===== src/rtl/if_fetch_stage_pkg.sv =====
// Shared types for the LC-3b instruction-fetch stage.
// Defining IF_SKID_EN gives a two-entry fetch buffer (1 instr/cycle); otherwise the buffer holds one entry.
package if_fetch_stage_pkg;

    typedef logic [15:0] lc3b_word;

    typedef enum logic {
        ST_FETCH = 1'b0,
        ST_DRAIN = 1'b1
    } fetch_state_t;

    typedef struct packed {
        lc3b_word pc;
        lc3b_word instr;
    } fetch_entry_t;

    // BR with nzp=000 never branches, so it is a safe bubble.
    localparam lc3b_word LC3B_NOP = 16'h0000;

`ifdef IF_SKID_EN
    localparam int FETCH_DEPTH = 2;
`else
    localparam int FETCH_DEPTH = 1;
`endif

    localparam int FETCH_CNT_W = $clog2(FETCH_DEPTH + 1);

    function automatic lc3b_word pc_plus2(input lc3b_word pc);
        return pc + 16'd2;
    endfunction

endpackage


===== src/rtl/if_fetch_stage_fifo.sv =====
// Small register FIFO of {pc+2, instr} fetch entries with flush, push/pop and occupancy count.
module if_fetch_stage_fifo
    import if_fetch_stage_pkg::*;
#(
    parameter int  DEPTH = 2,
    localparam int PTR_W = (DEPTH > 1) ? $clog2(DEPTH) : 1,
    localparam int CNT_W = $clog2(DEPTH + 1)
) (
    input  logic             i_clk,
    input  logic             i_rst_n,
    input  logic             i_flush,
    input  logic             i_push,
    input  fetch_entry_t     i_data,
    input  logic             i_pop,
    output fetch_entry_t     o_head,
    output logic [CNT_W-1:0] o_count
);

    localparam logic [PTR_W-1:0] LAST_PTR = PTR_W'(DEPTH - 1);

    fetch_entry_t     r_mem [DEPTH];
    logic [PTR_W-1:0] r_wr_ptr;
    logic [PTR_W-1:0] r_rd_ptr;
    logic [CNT_W-1:0] r_count;
    logic [DEPTH-1:0] w_wr_en;
    logic             w_push;
    logic             w_pop;

    // A flush wins over any push or pop in the same cycle.
    assign w_push = i_push & ~i_flush;
    assign w_pop  = i_pop & ~i_flush & (r_count != '0);

    generate
        for (genvar gi = 0; gi < DEPTH; gi++) begin : g_wr_en
            assign w_wr_en[gi] = w_push & (r_wr_ptr == PTR_W'(gi));
        end
    endgenerate

    always_ff @(posedge i_clk or negedge i_rst_n) begin
        if (!i_rst_n) begin
            for (int i = 0; i < DEPTH; i++) r_mem[i] <= '0;
        end else begin
            for (int i = 0; i < DEPTH; i++) begin
                if (w_wr_en[i]) r_mem[i] <= i_data;
            end
        end
    end

    always_ff @(posedge i_clk or negedge i_rst_n) begin
        if (!i_rst_n) begin
            r_wr_ptr <= '0;
            r_rd_ptr <= '0;
            r_count  <= '0;
        end else if (i_flush) begin
            r_wr_ptr <= '0;
            r_rd_ptr <= '0;
            r_count  <= '0;
        end else begin
            if (w_push) r_wr_ptr <= (r_wr_ptr == LAST_PTR) ? '0 : r_wr_ptr + 1'b1;
            if (w_pop)  r_rd_ptr <= (r_rd_ptr == LAST_PTR) ? '0 : r_rd_ptr + 1'b1;
            case ({w_push, w_pop})
                2'b10:   r_count <= r_count + 1'b1;
                2'b01:   r_count <= r_count - 1'b1;
                default: r_count <= r_count;
            endcase
        end
    end

    assign o_head  = r_mem[r_rd_ptr];
    assign o_count = r_count;

endmodule


===== src/rtl/if_fetch_stage.sv =====
// LC-3b instruction-fetch stage: fetch PC, single-outstanding imem handshake, redirect/drain handling.
// IF_SKID_EN (see package) selects the two-entry fetch buffer.
module if_fetch_stage
    import if_fetch_stage_pkg::*;
#(
    parameter lc3b_word RESET_PC = 16'h0000,
    parameter lc3b_word NOP_WORD = LC3B_NOP
) (
    input  logic        i_clk,
    input  logic        i_rst_n,
    input  logic        i_stall,
    input  logic        i_redirect,
    input  logic [15:0] i_redirect_target,
    output logic        o_imem_read,
    output logic [15:0] o_imem_address,
    input  logic [15:0] i_imem_rdata,
    input  logic        i_imem_resp,
    output logic        o_ifid_load,
    output logic [15:0] o_ifid_pc,
    output logic [15:0] o_ifid_instruction
);

    localparam logic [FETCH_CNT_W-1:0] DEPTH_CNT = FETCH_CNT_W'(FETCH_DEPTH);

    fetch_state_t           r_state;
    lc3b_word               r_fetch_pc;
    lc3b_word               r_drain_addr;
    logic                   r_pending;
    logic                   r_run;

    fetch_state_t           w_state_next;
    lc3b_word               w_fetch_pc_next;
    lc3b_word               w_imem_address;
    lc3b_word               w_target;
    logic                   w_imem_read;
    logic                   w_accept;
    logic                   w_push;
    logic                   w_pop;
    logic                   w_present;
    logic [FETCH_CNT_W-1:0] w_count;
    fetch_entry_t           w_head;
    fetch_entry_t           w_push_entry;

    assign w_target = i_redirect_target & 16'hFFFE;

    // Read stays up while a request is pending so address/read are stable until the response.
    always_comb begin
        w_state_next   = r_state;
        w_imem_read    = 1'b0;
        w_imem_address = r_fetch_pc;
        case (r_state)
            ST_FETCH: begin
                w_imem_read = r_run & ((w_count < DEPTH_CNT) | r_pending);
                if (i_redirect && w_imem_read && !i_imem_resp) w_state_next = ST_DRAIN;
            end
            ST_DRAIN: begin
                w_imem_read    = 1'b1;
                w_imem_address = r_drain_addr;
                if (i_imem_resp) w_state_next = ST_FETCH;
            end
            default: w_state_next = ST_FETCH;
        endcase
    end

    assign w_accept = w_imem_read & i_imem_resp;
    assign w_push   = (r_state == ST_FETCH) & w_accept & ~i_redirect;
    assign w_pop    = o_ifid_load & (w_count != '0) & ~i_redirect;

    assign w_push_entry.pc    = pc_plus2(r_fetch_pc);
    assign w_push_entry.instr = i_imem_rdata;

    always_comb begin
        w_fetch_pc_next = r_fetch_pc;
        if (i_redirect)  w_fetch_pc_next = w_target;
        else if (w_push) w_fetch_pc_next = pc_plus2(r_fetch_pc);
    end

    always_ff @(posedge i_clk or negedge i_rst_n) begin
        if (!i_rst_n) begin
            r_state      <= ST_FETCH;
            r_fetch_pc   <= RESET_PC;
            r_drain_addr <= '0;
            r_pending    <= 1'b0;
            r_run        <= 1'b0;
        end else begin
            r_state    <= w_state_next;
            r_fetch_pc <= w_fetch_pc_next;
            r_pending  <= w_imem_read & ~i_imem_resp;
            r_run      <= 1'b1;
            if (r_state == ST_FETCH && w_state_next == ST_DRAIN) r_drain_addr <= r_fetch_pc;
        end
    end

    if_fetch_stage_fifo #(
        .DEPTH (FETCH_DEPTH)
    ) u_fifo (
        .i_clk   (i_clk),
        .i_rst_n (i_rst_n),
        .i_flush (i_redirect),
        .i_push  (w_push),
        .i_data  (w_push_entry),
        .i_pop   (w_pop),
        .o_head  (w_head),
        .o_count (w_count)
    );

    assign w_present          = (w_count != '0) & ~i_redirect;
    assign o_imem_read        = w_imem_read;
    assign o_imem_address     = w_imem_address;
    assign o_ifid_load        = ~i_stall;
    assign o_ifid_pc          = w_present ? w_head.pc : 16'h0000;
    assign o_ifid_instruction = w_present ? w_head.instr : NOP_WORD;

endmodule


===== config.mk =====
export PLATFORM = sky130hd
export DESIGN_NAME = if_fetch_stage
export DESIGN_NICKNAME = d
export VERILOG_FILES = /design/src/rtl/if_fetch_stage_pkg.sv /design/src/rtl/if_fetch_stage_fifo.sv /design/src/rtl/if_fetch_stage.sv
export SDC_FILE = /design/constraint.sdc
export NUM_CORES = 1
export LEC_CHECK = 0
export BUFFER_PORTS_ARGS = -buffer_cell sky130_fd_sc_hd__buf_2
export CAP_MARGIN = 15
export CORE_MARGIN = 3
export CORE_UTILIZATION = 53
export CTS_BUF_LIST = sky130_fd_sc_hd__clkbuf_16
export CTS_CLUSTER_SIZE = 16
export DETAILED_ROUTE_END_ITERATION = 7
export GPL_TIMING_DRIVEN = 0
export HOLD_SLACK_MARGIN = 0.08
export PLACE_DENSITY = 0.79
export SLEW_MARGIN = 20
export SYNTH_ARGS = -nofsm -noshare
export SYNTH_HDL_FRONTEND = slang
export SYNTH_SLANG_ARGS = --single-unit

===== constraint.sdc =====
create_clock -name i_clk -period 2.3 [get_ports i_clk]
set_input_delay 0.115 -clock i_clk [delete_from_list [all_inputs] [get_ports i_clk]]
set_output_delay 0.115 -clock i_clk [all_outputs]
set_load 0.1 [all_outputs]

# After elaboration in Yosys (flattened, before gate mapping)
# Cells that the tools add are included.
[totals] ff_bits=70 in_bits=37 out_inout_bits=50 word_cells=63
[classes] add_sub_neg=5 magnitude_cmp=2 n_eq_ne=2 mux=18 bitwise=18 reduce_logical=8
[op_table] operator="two-way mux 16 bit" n=5
[op_table] operator="two-way mux 32 bit" n=1
[op_table] operator="adder 16 x 2 -> 16 bit, second input constant" n=1
[op_table] operator="AND 1 bit" n=12
[op_table] operator="two-way mux 1 bit" n=9
[op_table] operator="case mux 1 bit (2 select lines)" n=3
[op_table] operator="nonzero test 2 bit" n=3
[op_table] operator="NOT 1 bit" n=5
[op_table] operator="adder 1 bit, second input constant" n=3
[op_table] operator="logical AND 1 bit" n=3
[op_table] operator="nonzero test 3 bit" n=1
[op_table] operator="equality test 2 x 1 -> 1 bit, second input constant" n=1
[op_table] operator="equality test 2 bit, second input constant" n=1
[op_table] operator="less-than comparator 1 bit, second input constant" n=2
[op_table] operator="logical NOT 1 bit" n=1
[op_table] operator="OR 1 bit" n=1
[op_table] operator="subtractor 1 bit, second input constant" n=1

# Longest topological paths before layout
[depth] depth_word=11 mapped_depth=7 ltp_nobuf=5

# Modules after synthesis
# From an unflattened synthesis, not the netlist that was laid out.
[hier_totals] hier_cells=299 area_unflattened_um2=3593.4
[modules_own_cells] module="if_fetch_stage" instances=1 cells_per_inst=226 area_per_inst_um2=2192.1 seq_area_each_um2=825.8
[modules_own_cells] module="if_fetch_stage_fifo" instances=1 cells_per_inst=73 area_per_inst_um2=1401.3 seq_area_each_um2=825.8

# Least setup slack after synthesis
# No wires, ideal clock.
[synth_path] path_type="reg2out" start="register r_state" end="output port o_imem_address[11]" t_arrival_ns=2.956 slack_ns=-0.771 path_stages_with_launch=4 n_path_buf=2 cell_sequence="dfrtp_1 clkbuf_1 clkbuf_1 o21ai_0"
[synth_between] elab_chain_cells=1
[synth_rtl] item="start: declaration" line_no="if_fetch_stage.sv:25" source="fetch_state_t r_state;"
[synth_rtl] item="start signal: assignment" line_no="if_fetch_stage.sv:86" source="r_state <= w_state_next;"
[synth_rtl] item="two-way mux 16 bit" line_no="if_fetch_stage.sv:51" source="case (r_state)"
[synth_rtl] item="end: declaration" line_no="if_fetch_stage.sv:15" source="output logic [15:0] o_imem_address,"
# No other way between the ends.

# Worst setup path after layout
[layout_path] start="register r_state" end="output port o_imem_address[13]"
# The elaborated chain is that of the path after synthesis.

==> results.json <==
{
  "status": "finished clean",
  "hold_class": "input port to flop",
  "overflow": 0,
  "worstPathRequired_ns": 2.18,
  "clkSinkCount": 65,
  "die_area_um2": 7310,
  "postCtsSetupRepairBufs": 0,
  "drv_slew": 0,
  "layout.nets": 521,
  "cts_tree": "built",
  "antenna_found_initial": 0,
  "vias": 2999,
  "core_area_um2": 6030,
  "drt-initial-drc-count": 185,
  "timing.rr.end": "r_fetch_pc[14]",
  "synth_cells": 357,
  "start_kind": "flop",
  "viasPerCell": 5.34,
  "synth_area_um2": 3350,
  "cts_made_buffers": 9,
  "grt_max_degree": 49,
  "min_from": "i_redirect_target[10]",
  "reg2reg_slack_ns": 0.21,
  "setup_viol": 0,
  "fill_cells": 444,
  "avgSynthCellArea_um2": 9.38,
  "rr_worst_depth": 6,
  "leakage_nw": 2.16,
  "synth_seq_cells": 65,
  "diodes": 0,
  "maxCapViolations": 0,
  "clk_latency_ns": 0.33,
  "cellPowerDensity_nw_per_um2": 858,
  "synth_edf_count": 0,
  "grt_setup_unrepaired": "false",
  "async_flop_share_pct": 100,
  "die_y_um": 85.5,
  "clock_path_buffers": 2,
  "firstDrtPassIters": 4,
  "start_util_pct": 55.6,
  "grtUsageTotal_pct": 23.4,
  "ys_seq_area_share_pct": 48.6,
  "drc": 0,
  "cp.arrival_ns": 2.00,
  "design_area_um2": 4480,
  "cp_slowest_stage_delay_ns": 0.39,
  "dp_hpwl_um": 5640,
  "synth.distinct_cells": 40,
  "drive_above_1_share_pct": 27.3,
  "max_slew_margin_pct": 60.3,
  "hold_violations": 0,
  "path_clk_slew_ns": 0.05,
  "end_kind": "primary output",
  "hold_ws_ns": 0.132,
  "fmax_ghz": 0.472,
  "path_max_fanout": 10,
  "whs_path_depth": 3,
  "period_needed_ns": 2.12,
  "r2r_start": "r_fetch_pc[3]",
  "ys.flop_type": "dfrtp_1",
  "die_w_um": 85.5,
  "fin_skew_ns": 0.00531,
  "ant_nets": 0,
  "worstPathCellList": "clkbuf_2 -> clkbuf_1 -> mux2_2 -> buf_2",
  "fin_setup_tns_ns": 0,
  "peakVddDrop_mv": 0.720,
  "wl_per_cell_um": 14.6,
  "fp-row-count": 28,
  "wl_um": 8200,
  "htreeDepth": 3,
  "grt_pass1_vias": 2936,
  "grt_pass1_wl_um": 13500,
  "hold_end": "r_fetch_pc[10]",
  "ys_warn_count": 0,
  "io_pins": 87,
  "min_period_over_period_pct": 92.0,
  "io_buffers": 82,
  "routabilityCongestion": 0.878,
  "crit_slowest_cell": "clkbuf_1",
  "cts_root_buf": "clkbuf_16",
  "area_growth_pct": 33.7,
  "tightest_slew_ns": 0.587,
  "path_class": "flop to primary output",
  "placed_area_um2": 3890
}
==> state kept, by name, summed over array words and instances (netlist names) <==
| register | count |
|---|---|
| u_fifo.r_mem | 31 |
| r_drain_addr | 15 |
| r_fetch_pc | 15 |
| r_pending | 1 |
| r_run | 1 |
| r_state | 1 |
| u_fifo.o_count | 1 |
==> cell usage after synthesis, types with 2 or more instances <==
cell type | count | area [µm²]
o41ai_1 | 3 | 26.3
buf_2 | 4 | 20.0
xnor2_1 | 11 | 96.3
or3_1 | 5 | 31.3
nand4_1 | 6 | 37.5
inv_1 | 4 | 15.0
a31oi_1 | 8 | 50.1
nand3_1 | 8 | 40.0
or4_1 | 4 | 30.0
xor2_1 | 6 | 52.6
and2_1 | 31 | 194
nand2_1 | 80 | 300
nor3_1 | 4 | 20.0
nor2_1 | 11 | 41.3
o21ai_0 | 26 | 130
nand2b_1 | 2 | 12.5
nor2b_1 | 6 | 37.5
buf_4 | 4 | 30.0
and3_1 | 2 | 12.5
clkbuf_1 | 18 | 67.6
mux2_2 | 26 | 293
dfrtp_1 | 65 | 1630
o31ai_1 | 3 | 22.5
buf_1 | 2 | 7.51
nor4_1 | 2 | 12.5
conb_1 | 2 | 7.51
==> layer usage <==
| layer | up-vias | GRT usage [%] | wire (µm) |
|---|---|---|---|
| li1 | 1449 | - | - |
| met1 | 1427 | 30.0 | 3560 |
| met2 | 109 | 39.4 | 3970 |
| met3 | 14 | 5.00 | 503 |
| met4 | 0 | 8.35 | 173 |
| met5 | - | 0 | 0 |
==> critical path, delay by kind of cell (launching register included) <==
family,cells,cell delay (ns)
muxes,1,0.38
buffers and inverters,3,0.94
DFF,1,0.35
==> stage by stage <==
stage                     instances  setup WS, ns  power (W)  util (%)
after floorplan                 358       -0.0172    0.00233         -
after global placement          515         0.275    0.00249      64.0
after detailed placement        516         0.213    0.00254      64.5
after CTS                       562         0.163    0.00386      74.3
after global routing            562        0.0417    0.00403      74.3
final                           562         0.183    0.00384      74.3
==> worst max-delay path by stage <==
stage | from | end | slack [ns] | cells past startpoint
2_1_floorplan | r_state | o_imem_address[11] | -0.02 | 3
3_3_place_gp | u_fifo.o_count | u_fifo.r_mem[1] | 0.28 | 7
3_5_place_dp | r_fetch_pc[3] | r_fetch_pc[14] | 0.21 | 6
4_1_cts | r_state | o_imem_address[12] | 0.16 | 4
5_1_grt | r_state | o_imem_address[7] | 0.04 | 5
6_report | r_state | o_imem_address[13] | 0.18 | 4
==> kinds of logic (layout without fill, tap and decap cells) <==
kind of cell               Yosys count  after routing  synth area share [%]
adders and majority gates            1              1                 0.373
muxes                               27             27                  9.04
buffers and inverters               33            162                  4.30
other                                2              3                 0.224
xor gates and xnor gates            17             17                  4.45
and+or+nand+nor                    166            166                  24.7
DFF                                 65             65                  48.6
AOI/OAI and AO/OA                   46             46                  8.33
==> layout make-up <==
cell class | instances | area [µm²] | share of cell area (%)
buffer | 28 | 126 | 2.82
clock buffer | 9 | 225 | 5.03
clock inverter | 6 | 52.6 | 1.17
inverter | 5 | 18.8 | 0.419
multi-input combinational | 260 | 1580 | 35.4
sequential | 65 | 1630 | 36.3
tap | 75 | 93.8 | 2.10
timing repair buffer | 114 | 751 | 16.8
==> repair_timing <==
action,CTS,global route
gates resized for setup,1,0
endpoints found under the hold margin,95,0
hold buffers,31,0
endpoints found under the setup margin,5,0
==> cells in the final DEF, fill, tap and decap left out, drive strengths merged, types with 4 or more instances in the layout <==
cell,synthesis,routed
or4,4,4
buf,10,93
nand3,8,8
dlygate4sd3,0,31
nor3,4,4
nor2,11,11
nand4,7,7
or3,5,5
dfrtp,65,65
inv,5,7
nand2,80,80
xor2,6,6
and2,31,31
mux2,26,26
nor2b,6,6
o21ai,26,26
xnor2,11,11
a31oi,8,8
clkbuf,18,27
==> power breakdown <==
group / total, W / internal (W) / leakage, nW / switching (W)
logic: 0.00106 / 0.000318 / 1.23 / 0.000738
registers: 0.00151 / 0.00138 / 0.787 / 0.000130
clock network: 0.00128 / 0.000817 / 0.147 / 0.000463
Power figures use the tool's default switching activity.
